File: src/rtl/bp_fe_queue_buffer_if.sv
// Packet and control bundle between the FE queue, the decoupling buffer and the BE issue logic.
// The buffer uses the slave modport; the FE/BE side uses master.
interface bp_fe_queue_buffer_if #(
  parameter int fe_queue_width_p = 128
);
  logic [fe_queue_width_p-1:0] fe_queue_i;
  logic                        fe_queue_v_i;
  logic                        fe_queue_ready_o;
  logic [fe_queue_width_p-1:0] fe_queue_o;
  logic                        fe_queue_v_o;
  logic                        fe_queue_yumi_i;
  logic                        commit_v_i;
  logic                        roll_v_i;
  logic                        clr_v_i;

  modport master (
    output fe_queue_i, fe_queue_v_i, fe_queue_yumi_i, commit_v_i, roll_v_i, clr_v_i,
    input  fe_queue_ready_o, fe_queue_o, fe_queue_v_o
  );

  modport slave (
    input  fe_queue_i, fe_queue_v_i, fe_queue_yumi_i, commit_v_i, roll_v_i, clr_v_i,
    output fe_queue_ready_o, fe_queue_o, fe_queue_v_o
  );
endinterface

File: src/rtl/bp_fe_queue_buffer.sv
// Circular FE packet buffer with speculative read, commit and rollback.
// Write, read and commit pointers carry an extra wrap bit to tell full from empty.
module bp_fe_queue_buffer #(
  parameter int fe_queue_width_p = 128,
  parameter int els_p            = 8
) (
  input  logic                  clk_i,
  input  logic                  reset_i,
  bp_fe_queue_buffer_if.slave   q
);
  localparam int idx_width_lp = $clog2(els_p);
  localparam int ptr_width_lp = idx_width_lp + 1;

  typedef logic [ptr_width_lp-1:0] ptr_t;

  ptr_t wptr, rptr, cptr;
  ptr_t cptr_n, pending;
  logic full, read_empty;
  logic enq, deq, commit;

  logic [fe_queue_width_p-1:0] mem [els_p];

  assign full       = (wptr[idx_width_lp-1:0] == cptr[idx_width_lp-1:0])
                    & (wptr[ptr_width_lp-1] != cptr[ptr_width_lp-1]);
  assign read_empty = (rptr == wptr);
  assign pending    = rptr - cptr;

  assign q.fe_queue_ready_o = ~full & ~reset_i;
  assign q.fe_queue_v_o     = ~read_empty & ~reset_i;
  assign q.fe_queue_o       = mem[rptr[idx_width_lp-1:0]];

  // Uncommitted entries still hold space, so ready only reopens once cptr moves.
  assign enq    = q.fe_queue_v_i & q.fe_queue_ready_o & ~q.clr_v_i;
  assign deq    = q.fe_queue_yumi_i & ~read_empty;
  assign commit = q.commit_v_i & (pending != '0);
  assign cptr_n = cptr + ptr_t'(commit);

  // NOTE: sequential state uses non-blocking assignments so every pointer
  // update in this block sees the pre-edge values of the others.
  always_ff @(posedge clk_i) begin
    if (reset_i || q.clr_v_i) begin
      wptr <= '0;
      rptr <= '0;
      cptr <= '0;
    end else begin
      if (enq) wptr <= wptr + 1'b1;
      // Roll rewinds to the commit pointer after this cycle's commit.
      if (q.roll_v_i)  rptr <= cptr_n;
      else if (deq)    rptr <= rptr + 1'b1;
      cptr <= cptr_n;
    end
  end

  // NOTE: storage is deliberately not reset; validity comes from the pointers,
  // and a reset-free array maps onto plain RAM/flop arrays without a clear tree.
  always_ff @(posedge clk_i) begin
    if (enq) mem[wptr[idx_width_lp-1:0]] <= q.fe_queue_i;
  end

  yumi_only_when_valid: assert property (
    @(posedge clk_i) disable iff (reset_i) q.fe_queue_yumi_i |-> q.fe_queue_v_o
  );

  commit_only_when_pending: assert property (
    @(posedge clk_i) disable iff (reset_i) q.commit_v_i |-> (pending != '0)
  ) else $warning("commit_v_i with nothing pending is ignored");
endmodule

File: src/flat_wrapper.sv
// flat-port wrapper written by rule: the top's interface ports become plain ports
module bp_fe_queue_buffer_flat 
#(
  parameter int fe_queue_width_p = 128,
  parameter int els_p            = 8
)
  (clk_i, reset_i, q_fe_queue_i, q_fe_queue_v_i, q_fe_queue_yumi_i, q_commit_v_i, q_roll_v_i, q_clr_v_i, q_fe_queue_ready_o, q_fe_queue_o, q_fe_queue_v_o);
  bp_fe_queue_buffer_if #(.fe_queue_width_p(fe_queue_width_p)) q_i ();
  input  logic clk_i;
  input  logic reset_i;
  input wire logic [$bits(q_i.fe_queue_i)-1:0] q_fe_queue_i;
  input wire logic [$bits(q_i.fe_queue_v_i)-1:0] q_fe_queue_v_i;
  input wire logic [$bits(q_i.fe_queue_yumi_i)-1:0] q_fe_queue_yumi_i;
  input wire logic [$bits(q_i.commit_v_i)-1:0] q_commit_v_i;
  input wire logic [$bits(q_i.roll_v_i)-1:0] q_roll_v_i;
  input wire logic [$bits(q_i.clr_v_i)-1:0] q_clr_v_i;
  output wire logic [$bits(q_i.fe_queue_ready_o)-1:0] q_fe_queue_ready_o;
  output wire logic [$bits(q_i.fe_queue_o)-1:0] q_fe_queue_o;
  output wire logic [$bits(q_i.fe_queue_v_o)-1:0] q_fe_queue_v_o;
  assign q_i.fe_queue_i = q_fe_queue_i;
  assign q_i.fe_queue_v_i = q_fe_queue_v_i;
  assign q_i.fe_queue_yumi_i = q_fe_queue_yumi_i;
  assign q_i.commit_v_i = q_commit_v_i;
  assign q_i.roll_v_i = q_roll_v_i;
  assign q_i.clr_v_i = q_clr_v_i;
  assign q_fe_queue_ready_o = q_i.fe_queue_ready_o;
  assign q_fe_queue_o = q_i.fe_queue_o;
  assign q_fe_queue_v_o = q_i.fe_queue_v_o;
  bp_fe_queue_buffer #(.fe_queue_width_p(fe_queue_width_p), .els_p(els_p)) u_core (.clk_i(clk_i), .reset_i(reset_i), .q(q_i));
endmodule
File: config.mk
export PLATFORM = sky130hd
export DESIGN_NAME = bp_fe_queue_buffer_flat
export DESIGN_NICKNAME = d
export VERILOG_FILES = /design/src/rtl/bp_fe_queue_buffer_if.sv /design/src/rtl/bp_fe_queue_buffer.sv /design/src/flat_wrapper.sv
export SDC_FILE = /design/constraint.sdc
export NUM_CORES = 1
export LEC_CHECK = 0
export CORE_MARGIN = 1
export CORE_UTILIZATION = 40
export CTS_CLUSTER_DIAMETER = 30
export DETAILED_ROUTE_END_ITERATION = 7
export PLACE_DENSITY = 0.63
export SETUP_SLACK_MARGIN = 0.1
export SLEW_MARGIN = 20
export SYNTH_ARGS = -nofsm -noshare
export SYNTH_HDL_FRONTEND = slang
export SYNTH_SLANG_ARGS = --single-unit
File: constraint.sdc
create_clock -name clk_i -period 16.7 [get_ports clk_i]
set_clock_uncertainty 0.2 [all_clocks]
set_input_delay 3.34 -clock clk_i [delete_from_list [all_inputs] [get_ports clk_i]]
set_output_delay 3.34 -clock clk_i [all_outputs]
set_load 0.05 [all_outputs]
==> metrics.md <==
| Metric | Value |
|---|---|
| Clk buf depth | 3 |
| Max-slew violations | 0 |
| # rows | 115 |
| WP data required | 13.16 ns |
| Main combinational cell family by area after synthesis | multiplexers |
| Post-synthesis xor/xnor area fraction | 0.308% |
| Final Power | a little over 7000 uW |
| Initial antenna violation count | 8 |
| Fmax | 118 MHz |
| Die height | 318 microns |
| Clk Tree Root Cell | clkbuf_16 |
| Io pins | approximately 270 |
| Flop-to-flop setup slack | 12.64 ns |
| Largest net degree at the start of global routing | 110 |
| Gr ovfl total | 0 |
| Most used cell, CP | buf_4 |
| Via/cell ratio | ~5.2 |
| Count of state elements after synthesis | roughly 1,000 |
| CTS clk-pin slew, worst paths | 0.05 ns |
| First-pass GRT wire length | 124 mm |
| Final hold violations | 0 |
| Hold_sp | u_core.wptr[3] |
| Mapped Avg Cell Area | roughly 25 sq um |
| Final wirelength | 82.2 mm |
| Post-layout min period | 8.46 ns |
| Peak VDD IR | 0.0926 mV |
| Type of the most critical hold path | flop to flop |
| I/O Buffers | 264 |
| Placed insts | 3,094 |
| Commonest cells after routing, fill and taps aside | edfxtp_1 (1,024), clkdlybuf4s50_1 (264), clkbuf_16 (200) |
| # hold bufs at CTS | 0 |
| Clock latency on the worst-skew pair | 0.76 ns |
| Final GP Congestion | about 0.73 |
| Static Leakage | 0.0160 uW |
| Finish-stage setup viols | 0 |
| Critical Path Source Type | flop |
| Combinational share of power | 4.9% |
| Vias | 17,994 |
| Switching Fraction | 21.2% |
| Critical path's slowest cell | buf_4 |
| Register area share after synthesis | 77.9% |
| Outcome | finished clean |
| Net Count, Synth | 1,726 |
| Max_slew headroom | 29.0% |
| DRC viols | 0 |
| Total of warnings raised by yosys | 0 |
| R2R Path Start | u_core.wptr[1] |
| Post-DP HPWL | approximately 42 mm |
| Hold depth | 1 |
| Initial core utilization | 40.4% |
| Multi-input logic area | ~8100 sq um |
| P per Cell Area | roughly 140 nW/um^2 |
| Placed inst area | ~44,000 sq um |
| Cell variety after synth | 42 |
| Die ar. | 101,000 sq um |
| Die Wd | about 320 microns |
| Reg-to-reg endpoint | u_core.mem[3][10] |
| Worst-path maximum fanout | 70 |
| CTS tree | yes |
| Worst Tran Pin Value | 1.07 ns |
| Part of the power in registers | 41.0% |
| Max-capacitance violation count | 0 |
| Synth Area in Compound Gates | less than 1% |
| Synth Area in Simple Gates | less than 1% |
| Final #Nets | 2,149 |
| Gr usage total | 16.5% |
| Num CTS Buffers | 197 |
| Final Instance Area | 50,300 sq um |
| Synth Cell Area | about 40,000 sq um |
| Multiplexer share of the synthesized area | 18.8% |
| Final non-filler cell total | 3,458 |
| RSZ-0062 raised after global routing | false |
| Final period utilization | around 50% |
| Arr. time, crit path | between 4 and 5 ns |
| Most common cell after layout, fill and taps aside | edfxtp_1 |
| Avg WL per Cell | ~24 microns |
| Final core utilization | 51.0% |
| Crit path cell chain | buf_4 > buf_4 > mux4_2 > mux2_2 > clkdlybuf4s50_1 |
| Number of fill cells | roughly 7,600 |
| CTS H-tree lvls | 4 |
| CORE AREA | 98,600 sq um |
| DR pass1 iterations | 5 |
| Clock power frac | 54.1% |
| Post-CTS resize count | 0 |
| P_int | around 5600 uW |
| Vias in the first global route | a little under 20,000 |
| Mapped Cells | 1,584 |
| Crit end category | primary output |
| P&R area growth vs syn | 26.3% |
| Critical path class | flop to primary output |
| Post-Synth Adder-Cell Area | less than 1% |
| Setup bufs post-CTS | 0 |
| P_sw | 1500 uW |
| Hold Crit Endpoint | u_core.wptr[3] |
| Reg area | 31,100 sq um |
| CP peak stage delay | roughly 0.88 ns |
| CTS Sinks | 1,039 |
| FF-to-FF path depth | 6 |
| Drt initial violations | 1,206 |
| Antenna Nets Post-Route | 0 |
| Fraction of layout cells with a size suffix above 1 | 30.5% |
power by group through the flow:
stage	Sequential [uW]	Combinational [uW]	Clock, uW
after floorplan	2940	225	0
after global placement	2940	343	0
after detailed placement	2940	349	0
after CTS	2890	351	3890
after global routing	2890	365	4020
final	2890	345	3820
per-layer routing:
metal	up-vias	wire length, microns	GRT usage (%)
li1	7817	-	-
met1	9573	33300	20.0
met2	446	42300	28.1
met3	146	4880	4.85
met4	12	1620	5.50
met5	-	77	0
worst max path at each step:
stage,cells after the start,endpoint,from
6_report,5,q_fe_queue_o[90],flop
5_1_grt,5,q_fe_queue_o[87],flop
4_1_cts,5,q_fe_queue_o[86],flop
3_5_place_dp,3,q_fe_queue_v_o,reset_i
3_3_place_gp,3,q_fe_queue_v_o,reset_i
2_1_floorplan,5,u_core.mem[6][0],q_fe_queue_v_i
through the flow:
step | TNS, ns | worst slack (ns) | hold slack [ns]
6_report | 0 | 8.24 | 0.319
5_1_grt | 0 | 7.98 | 0.364
4_1_cts | 0 | 8.09 | 0.322
3_5_place_dp | 0 | 8.30 | 0.305
3_3_place_gp | 0 | 8.29 | 0.306
2_1_floorplan | -79.81 | -0.312 | 0.273
synth_stat cells, drive strengths merged:
cell | number | area share [%]
nand2 | 6 | 0.057
ha | 7 | 0.22
xnor2 | 9 | 0.20
nor3 | 2 | 0.025
a41oi | 3 | 0.085
nor3b | 3 | 0.057
buf | 46 | 1.2
a211o | 1 | 0.022
a21oi | 5 | 0.063
o41a | 1 | 0.028
xor2 | 5 | 0.11
and2 | 2 | 0.031
o21ai | 3 | 0.038
inv | 9 | 0.085
or2 | 1 | 0.016
edfxtp | 1024 | 77
clkbuf | 30 | 0.62
nor2 | 7 | 0.066
nand4 | 2 | 0.031
o211ai | 1 | 0.019
o31a | 1 | 0.022
a31oi | 1 | 0.016
mux2i | 2 | 0.050
nor2b | 3 | 0.047
dfxtp | 15 | 0.75
nand3 | 4 | 0.050
mux2 | 128 | 3.6
o41ai | 1 | 0.022
nor4 | 3 | 0.047
nand3b | 1 | 0.019
a21o | 1 | 0.019
and3 | 1 | 0.016
mux4 | 256 | 15
critical path: cells and delay by family (launching register included):
family                 cells  cell delay [ns]
flip-flops                 1             0.83
multiplexers               2             0.69
buffers and inverters      3             2.43
registers in the layout, indices dropped and copies added (netlist names), named ones only:
register / count
u_core.mem: 1024
u_core.cptr: 4
u_core.rptr: 4
u_core.wptr: 4
cell families (layout without fill, tap and decap cells):
kind of cell / count (synthesis) / in the layout
buffers and inverters: 85 / 670
xor gates and xnor gates: 14 / 14
adders and majority gates: 7 / 7
AOI/OAI and AO/OA: 18 / 18
other: 0 / 2
DFF: 1039 / 1039
and+or+nand+nor: 35 / 35
muxes: 386 / 386
cell type report:
type / count / share of cell area (%)
diodes: 2 / 0.00995
clock buffers: 225 / 10.1
clock inverters: 136 / 2.95
inverters: 9 / 0.0771
multi-input cells: 460 / 16.0
flip-flops and latches: 1039 / 61.7
well taps: 1287 / 3.20
repair buffers: 300 / 5.85
No activity file was read; power rests on OpenSTA's default activity.
